==> config.mk <==
export PLATFORM = sky130hd
export DESIGN_NAME = axi4_slave_wr_arbiter
export DESIGN_NICKNAME = d
export VERILOG_FILES = /design/src/rtl/axi4_slave_wr_arbiter.sv
export SDC_FILE = /design/constraint.sdc
export NUM_CORES = 1
export LEC_CHECK = 0
export ABC_AREA = 1
export CAP_MARGIN = 20
export CORE_AREA = 2 2 113 115
export DETAILED_ROUTE_END_ITERATION = 16
export DIE_AREA = 0 0 115 117
export PLACE_DENSITY_LB_ADDON = 0.3
export SLEW_MARGIN = 10
export SYNTH_ARGS = -nofsm -noshare
export SYNTH_HDL_FRONTEND = slang
export SYNTH_SLANG_ARGS = --single-unit
==> constraint.sdc <==
create_clock -name aclk -period 2.2 [get_ports aclk]
set_input_delay 0.44 -clock aclk [delete_from_list [all_inputs] [get_ports aclk]]
set_output_delay 0.44 -clock aclk [all_outputs]
set_load 0.005 [all_outputs]
==> src/rtl/axi4_slave_wr_arbiter.sv <==
`default_nettype none
// ============================================================================
//  Module   : axi4_slave_wr_arbiter
//  Purpose  : Per-slave AXI4 write-path arbiter for a 2-master crossbar.
//             Grants decoded AW requests from m0 (CPU) and m1 (DMA)
//             round-robin. W beats follow AW-grant order. Each B response
//             returns to the master that issued the write. Outstanding
//             writes are bounded by OUTSTANDING.
//  Ports    : aclk/areset      clock, synchronous active-high reset
//             mN_aw*           AW request/accept per master
//             mN_w*            W beats per master
//             mN_bvalid/bready B handshake per master; m_bid/m_bresp shared
//             s_aw*/s_w*/s_b*  single slave-side write port
//             outstanding      current B-queue occupancy
//  Revision : 1.0 - initial release
// ============================================================================
module axi4_slave_wr_arbiter #(
  parameter int ID_WIDTH    = 4,
  parameter int AW_PL_WIDTH = 45,
  parameter int W_PL_WIDTH  = 36,
  parameter int OUTSTANDING = 4
) (
  input  logic                             aclk,
  input  logic                             areset,
  // master 0
  input  logic                             m0_awvalid,
  output logic                             m0_awready,
  input  logic [ID_WIDTH-1:0]              m0_awid,
  input  logic [AW_PL_WIDTH-1:0]           m0_awpl,
  input  logic                             m0_wvalid,
  output logic                             m0_wready,
  input  logic [W_PL_WIDTH-1:0]            m0_wpl,
  input  logic                             m0_wlast,
  output logic                             m0_bvalid,
  input  logic                             m0_bready,
  // master 1
  input  logic                             m1_awvalid,
  output logic                             m1_awready,
  input  logic [ID_WIDTH-1:0]              m1_awid,
  input  logic [AW_PL_WIDTH-1:0]           m1_awpl,
  input  logic                             m1_wvalid,
  output logic                             m1_wready,
  input  logic [W_PL_WIDTH-1:0]            m1_wpl,
  input  logic                             m1_wlast,
  output logic                             m1_bvalid,
  input  logic                             m1_bready,
  // shared B payload
  output logic [ID_WIDTH-1:0]              m_bid,
  output logic [1:0]                       m_bresp,
  // slave
  output logic                             s_awvalid,
  input  logic                             s_awready,
  output logic [ID_WIDTH-1:0]              s_awid,
  output logic [AW_PL_WIDTH-1:0]           s_awpl,
  output logic                             s_wvalid,
  input  logic                             s_wready,
  output logic [W_PL_WIDTH-1:0]            s_wpl,
  output logic                             s_wlast,
  input  logic                             s_bvalid,
  output logic                             s_bready,
  input  logic [ID_WIDTH-1:0]              s_bid,
  input  logic [1:0]                       s_bresp,
  output logic [$clog2(OUTSTANDING+1)-1:0] outstanding
);

  localparam int CW = $clog2(OUTSTANDING + 1);
  localparam int PW = (OUTSTANDING > 1) ? $clog2(OUTSTANDING) : 1;

  typedef enum logic [0:0] {
    ST_IDLE  = 1'b0,
    ST_ISSUE = 1'b1
  } state_t;

  state_t                 r_state;
  logic                   r_prio;
  logic                   r_gnt;

  // Both queues hold the granted master index in AW order. The W queue
  // drains on wlast, the B queue on the B handshake, so the B queue is
  // always at least as full as the W queue.
  logic [OUTSTANDING-1:0] r_wq_mem;
  logic [PW-1:0]          r_wq_wr;
  logic [PW-1:0]          r_wq_rd;
  logic [CW-1:0]          r_wq_cnt;
  logic [OUTSTANDING-1:0] r_bq_mem;
  logic [PW-1:0]          r_bq_wr;
  logic [PW-1:0]          r_bq_rd;
  logic [CW-1:0]          r_bq_cnt;

  logic w_aw_hs;
  logic w_w_pop;
  logic w_b_pop;
  logic w_bq_full;
  logic w_wq_nempty;
  logic w_bq_nempty;
  logic w_wh;
  logic w_bh;
  logic w_any_req;

  function automatic logic [PW-1:0] ptr_inc(input logic [PW-1:0] p);
    ptr_inc = (p == PW'(OUTSTANDING - 1)) ? '0 : p + PW'(1);
  endfunction

  assign w_bq_full   = (r_bq_cnt == CW'(OUTSTANDING));
  assign w_wq_nempty = (r_wq_cnt != '0);
  assign w_bq_nempty = (r_bq_cnt != '0);
  assign w_wh        = r_wq_mem[r_wq_rd];
  assign w_bh        = r_bq_mem[r_bq_rd];
  assign w_any_req   = m0_awvalid | m1_awvalid;

  // ---------------- AW path ----------------
  assign s_awvalid  = (r_state == ST_ISSUE);
  assign w_aw_hs    = s_awvalid & s_awready;
  assign s_awid     = !s_awvalid ? '0 : (r_gnt ? m1_awid : m0_awid);
  assign s_awpl     = !s_awvalid ? '0 : (r_gnt ? m1_awpl : m0_awpl);
  assign m0_awready = s_awvalid & ~r_gnt & s_awready;
  assign m1_awready = s_awvalid &  r_gnt & s_awready;

  // ---------------- W path -----------------
  assign s_wvalid  = w_wq_nempty & (w_wh ? m1_wvalid : m0_wvalid);
  assign s_wpl     = !s_wvalid ? '0 : (w_wh ? m1_wpl : m0_wpl);
  assign s_wlast   = s_wvalid & (w_wh ? m1_wlast : m0_wlast);
  assign m0_wready = w_wq_nempty & ~w_wh & s_wready;
  assign m1_wready = w_wq_nempty &  w_wh & s_wready;
  assign w_w_pop   = s_wvalid & s_wready & s_wlast;

  // ---------------- B path -----------------
  assign m0_bvalid = w_bq_nempty & ~w_bh & s_bvalid;
  assign m1_bvalid = w_bq_nempty &  w_bh & s_bvalid;
  assign s_bready  = w_bq_nempty & (w_bh ? m1_bready : m0_bready);
  assign m_bid     = (w_bq_nempty & s_bvalid) ? s_bid   : '0;
  assign m_bresp   = (w_bq_nempty & s_bvalid) ? s_bresp : 2'b00;
  assign w_b_pop   = s_bvalid & s_bready;

  assign outstanding = r_bq_cnt;

  always_ff @(posedge aclk) begin
    if (areset) begin
      r_state  <= ST_IDLE;
      r_prio   <= 1'b0;
      r_gnt    <= 1'b0;
      r_wq_mem <= '0;
      r_wq_wr  <= '0;
      r_wq_rd  <= '0;
      r_wq_cnt <= '0;
      r_bq_mem <= '0;
      r_bq_wr  <= '0;
      r_bq_rd  <= '0;
      r_bq_cnt <= '0;
    end else begin
      case (r_state)
        ST_IDLE: begin
          // A full B queue blocks new grants until a B pop frees a slot.
          if (w_any_req && !w_bq_full) begin
            r_state <= ST_ISSUE;
            r_gnt   <= (m0_awvalid && m1_awvalid) ? r_prio : m1_awvalid;
          end
        end
        ST_ISSUE: begin
          if (s_awready) begin
            r_state <= ST_IDLE;
            r_prio  <= ~r_gnt;
          end
        end
        default: r_state <= ST_IDLE;
      endcase

      if (w_aw_hs) begin
        r_wq_mem[r_wq_wr] <= r_gnt;
        r_wq_wr           <= ptr_inc(r_wq_wr);
        r_bq_mem[r_bq_wr] <= r_gnt;
        r_bq_wr           <= ptr_inc(r_bq_wr);
      end
      if (w_w_pop) begin
        r_wq_rd <= ptr_inc(r_wq_rd);
      end
      if (w_b_pop) begin
        r_bq_rd <= ptr_inc(r_bq_rd);
      end
      r_wq_cnt <= r_wq_cnt + CW'(w_aw_hs) - CW'(w_w_pop);
      r_bq_cnt <= r_bq_cnt + CW'(w_aw_hs) - CW'(w_b_pop);
    end
  end

endmodule
`default_nettype wire

# Word level (Yosys, flattened, before mapping)
# Index checks and enable logic that the tools add are counted.
# W data, S select, Z words.
# op_classes
eq_ne	5
n_mux	29
n_addsub	8
reduce_logical	9
n_lt_le_gt_ge	6
bitwise_logic	25
# ops
operator	n
$mux W45	2
$mux W36	2
$and A1 B1 Y1	20
$lt A2 B3 Y1 const B	4
$mux W4	3
$mux W1	10
$mux W2	5
$add A2 B1 Y2 const B	4
$bwmux W4	2
$eq A2 B2 Y1 const B	4
$add A3 B1 Y3	2
$reduce_bool A3 Y1	2
$sub A3 B1 Y3	2
$bmux W1 S2	2
$demux W1 S2	2
$ge A2 B1 Y1 const B	2
$logic_and A1 B1 Y1	4
$not A1 Y1	4
$reduce_and A2 Y1	2
$eq A3 B3 Y1 const B	1
$pmux W1 S2	1
$logic_not A1 Y1	1
$or A1 B1 Y1	1
# totals
inputBits	189
out_inout_bits	104
register_bits	25

# Logic depth before layout (Yosys ltp)
# depth
ltp_word	7
depth_mapped	16
depth_no_buf	16

# Worst setup path before layout
# OpenSTA, ideal clock, no wires.
# synth_path
kind	flip-flop to flip-flop
from	register r_wq_rd[0]
to	register r_wq_cnt[2]
setup_ps	70
n_path_buf	1
required_time_ps	2130
arrival_time_ps	2061
slack_ps	70
path_stages_with_launch	17
path_cell_list	dfxtp_1 > inv_1 > nand2_1 > nand3_2 > buf_4 > nand3_1 > nand2_2 > nand3_2 > inv_1 > ha_1 > inv_1 > ha_1 > inv_1 > fa_1 > inv_1 > o21ai_0 > a21oi_1
# synth_between
elab_chain_cells	7
# synth_lines
item	line_no	text
start, declared	83	logic [PW-1:0] r_wq_rd;
start signal, assigned	175	r_wq_rd <= ptr_inc(r_wq_rd);
$bmux W1 S2 (*)	107	assign w_wh = r_wq_mem[r_wq_rd];
$mux W1 (not written as such) (*)	107	
$mux W1	120	assign s_wvalid = w_wq_nempty & (w_wh ? m1_wvalid : m0_wvalid);
$and A1 B1 Y1	120	
$and A1 B1 Y1, on equally long branches	125, 122	
$and A1 B1 Y1 (*)	125	assign w_w_pop = s_wvalid & s_wready & s_wlast;
via w_w_pop	91	logic w_w_pop;
$sub A3 B1 Y3 (*)	180	r_wq_cnt <= r_wq_cnt + CW'(w_aw_hs) - CW'(w_w_pop);
end signal, assigned	180	
end, declared	84	logic [CW-1:0] r_wq_cnt;
# The timed path passes the listed nets; every way through them passes the cells marked *. The select of a mux whose other input is x is not followed.
# A chain may end at the register's enable or synchronous reset.

# Worst setup path after layout
# layout_path
from	register r_wq_rd[0]
to	output port s_wlast
# layout_between
elab_chain_cells	5
# layout_lines
item	line_no	text
$bmux W1 S2 (*)	107	
$mux W1 (not written as such) (*)	107	
$mux W1	120	
$and A1 B1 Y1	120	
$and A1 B1 Y1 (*)	122	assign s_wlast = s_wvalid & (w_wh ? m1_wlast : m0_wlast);
end, declared	58	output logic s_wlast,
# Every way passes the cells marked *; elsewhere a longest branch is shown, timed or not. The select of a mux whose other input is x is not followed.

==> flow_metrics.tcl <==
set metrics [dict create \
    outcome "finished with violations" \
    violations "negative setup slack" \
    power_density_nw_per_um2 593 \
    critPathArrivalTime_ns 1.99 \
    drt_wl_total_um 14600 \
    synth_top_area_share_pct 22.9 \
    tightest_slew_ns 0.433 \
    regArea_um2 510 \
    final_antenna_net_count 0 \
    drv_slew 0 \
    crit_chain "inv_2, nand2_2, nand3_4, nand2_4, nand3_2, nand2_4, buf_4, nand2_1, inv_1, clkdlybuf4s50_1" \
    cts_buffers 3 \
    synth_top_area_cell "nand2_1" \
    antenna_found_initial 0 \
    layout_common_cells "clkdlybuf4s50_1 (251), nand2_1 (166), nand3_1 (94)" \
    cts_tree "built" \
    io_buffers 292 \
    htreeDepth 1 \
    max_stage_delay_ns 0.50 \
    multiInputGateArea_um2 2170 \
    holdBufCountCts 0 \
    die_w_um 115 \
    cts-root-buf "clkbuf_16" \
    fmaxAchievable_ghz 0.412 \
    path_max_fanout 5 \
    die_h_um 117 \
    synth.area.top_cells "nand2_1 (23%), dfxtp_1 (17%), nand3_1 (17%)" \
    cp_slowest_cell "clkdlybuf4s50_1" \
    fin_tns_setup_ns -2.06 \
    grt_pass1_vias 4091 \
    clk_pin_slew_ns 0.07 \
    r2r_slack_ns -0.14 \
    drt-vias-per-instance 4.67 \
    start_kind "flip-flop" \
    cp_num_buf_inv 4 \
    cp-end-kind "output pin" \
    dp_slack_ns -0.465 \
    synth-seq-cells 25 \
    hold_viol 0 \
    max-slew-margin-rel_pct 71.1 \
    worst_ep_required_time_ns 1.76 \
    final_common_cell "clkdlybuf4s50_1" \
    wl_per_cell_um 15.4 \
    fin_crit_sh_pct 110 \
    yosysWarnings 0 \
    area_growth_pct 127 \
    row_count 41 \
    drc 0 \
    drive_gt1_share_pct 17.2 \
    clock_sinks 25 \
    fin_ws_ns -0.230 \
    path_class "reg -> out" \
    grt_usage_pct 18.6 \
    cp_num_cells 10 \
    layout.nets 1003 \
    fin_crit_ns 2.43 \
    dr.pass1.iters 6 \
    dp_hpwl_um 11000 \
    skew_ns 0.00227 \
    initial_core_util_pct 23.3 \
    grt_pass1_wl_um 20200 \
    clk_path_buf_depth 2 \
    die-area_um2 13500 \
    hold_depth 2 \
    synth_area_per_cell_um2 5.78 \
    ff2ff_path_depth 15 \
    cp_top_family "buffers and inverters" \
    yosysSeqAreaShare_pct 17.5 \
    syn_inst 495 \
    cap_violations 0 \
    ys_types 24 \
    syn-num-nets 700 \
    n_fill_cell 1188 \
    core_um2 12300 \
    max-vdd-ir-drop_uv 392 \
    syn_area_um2 2860 \
    rsz0062_at_grt "true" \
    crit_top_cell "nand2_4" \
    power_leakage_nw 3.08 \
    ios 293 \
    grt_overflow_total 0 \
    worst_hold_slack_ns 0.459 \
    grt_max_degree 51 \
    hold_path.class "reg -> reg" \
    vias 4430 \
    drt_iter0_drc 167 \
    setup_violations 18 \
    gp_congestion 0.800 \
    clock_latency_ns 0.26 \
]
## worst min-delay path: cells and delay by family, from the launching register on
kind	cells	cell delay [ns]
AO/OA/AOI/OAI	1	0.05
flip-flops	1	0.31
AND/OR/NAND/NOR	1	0.06
## layer usage
metal,share of wire (%),wire (um),vias up,GRT usage [%]
li1,-,-,2209,-
met1,40,5780,2024,21.7
met2,52,7550,185,35.2
met3,8.1,1180,12,4.48
met4,0.78,114,0,2.97
met5,0,0,-,0
## repair_timing
action                                  CTS  global route
gates cloned                              3             3
gates resized for setup                  53           106
endpoints found under the setup margin   95            77
setup buffers                             5             6
pin swaps                                 2             7
## state kept, by name, summed over array words and instances (netlist names)
name / flops
r_bq_wr: 2
outstanding: 3
r_wq_rd: 2
r_bq_rd: 2
s_awvalid: 1
r_wq_cnt: 3
r_gnt: 1
r_wq_mem: 4
r_bq_mem: 4
r_wq_wr: 2
r_prio: 1
## cells in the mapped netlist, drive strengths merged
cell type	number
xnor2	1
a211oi	3
nor2	28
fa	2
buf	21
inv	40
nand4	4
xor2	1
a21oi	52
or2	1
nand2	178
clkbuf	15
o21ai	8
dfxtp	25
nand3	101
nor3b	1
ha	14
## worst paths after layout
| path | startpoint | to |
|---|---|---|
| worst max-delay path | r_wq_rd[0] | s_wlast |
| worst max register to register | r_wq_rd[0] | r_wq_cnt[1] |
| worst min-delay path | r_wq_mem[1] | r_wq_mem[1] |
| worst min register to register | r_wq_mem[1] | r_wq_mem[1] |
## report_power, final
group	switching (mW)	leakage, nW	internal (mW)
clock network	0.168	0.0415	0.251
registers	0.0738	0.206	0.532
logic	1.30	2.84	1.53
total	1.54	3.08	2.31
## cells by family (layout without fill, tap and decap cells)
logic type	Yosys count	in the layout	share of synthesized area [%]
compound gates	63	63	15.2
xor+xnor	2	2	0.612
fa+ha+maj	16	16	7.52
buf+inv	76	378	12.0
flops	25	25	17.5
other cells	0	1	0
simple gates	313	313	47.2
## area by class of cell
type / count / area share [%]
clock inverter: 1 / 0.135
multi-input combinational: 394 / 33.4
timing repair buffer: 332 / 51.7
timing repair inverter: 2 / 0.308
sequential: 25 / 7.86
tap: 150 / 2.89
antenna: 1 / 0.0385
inverter: 40 / 2.54
clock buffer: 3 / 1.16
## through the flow
| step | util, % | power [mW] | area (um^2) | instances |
|---|---|---|---|---|
| after CTS | 51.3 | 3.75 | 6320 | 942 |
| after global placement | 49.4 | 3.15 | 6090 | 930 |
| after global routing | 52.7 | 4.15 | 6490 | 947 |
| after detailed placement | 49.4 | 3.19 | 6090 | 930 |
| final | 52.8 | 3.85 | 6490 | 948 |
| after floorplan | - | 1.69 | 2860 | 495 |
(Power assumes the default switching activity.)
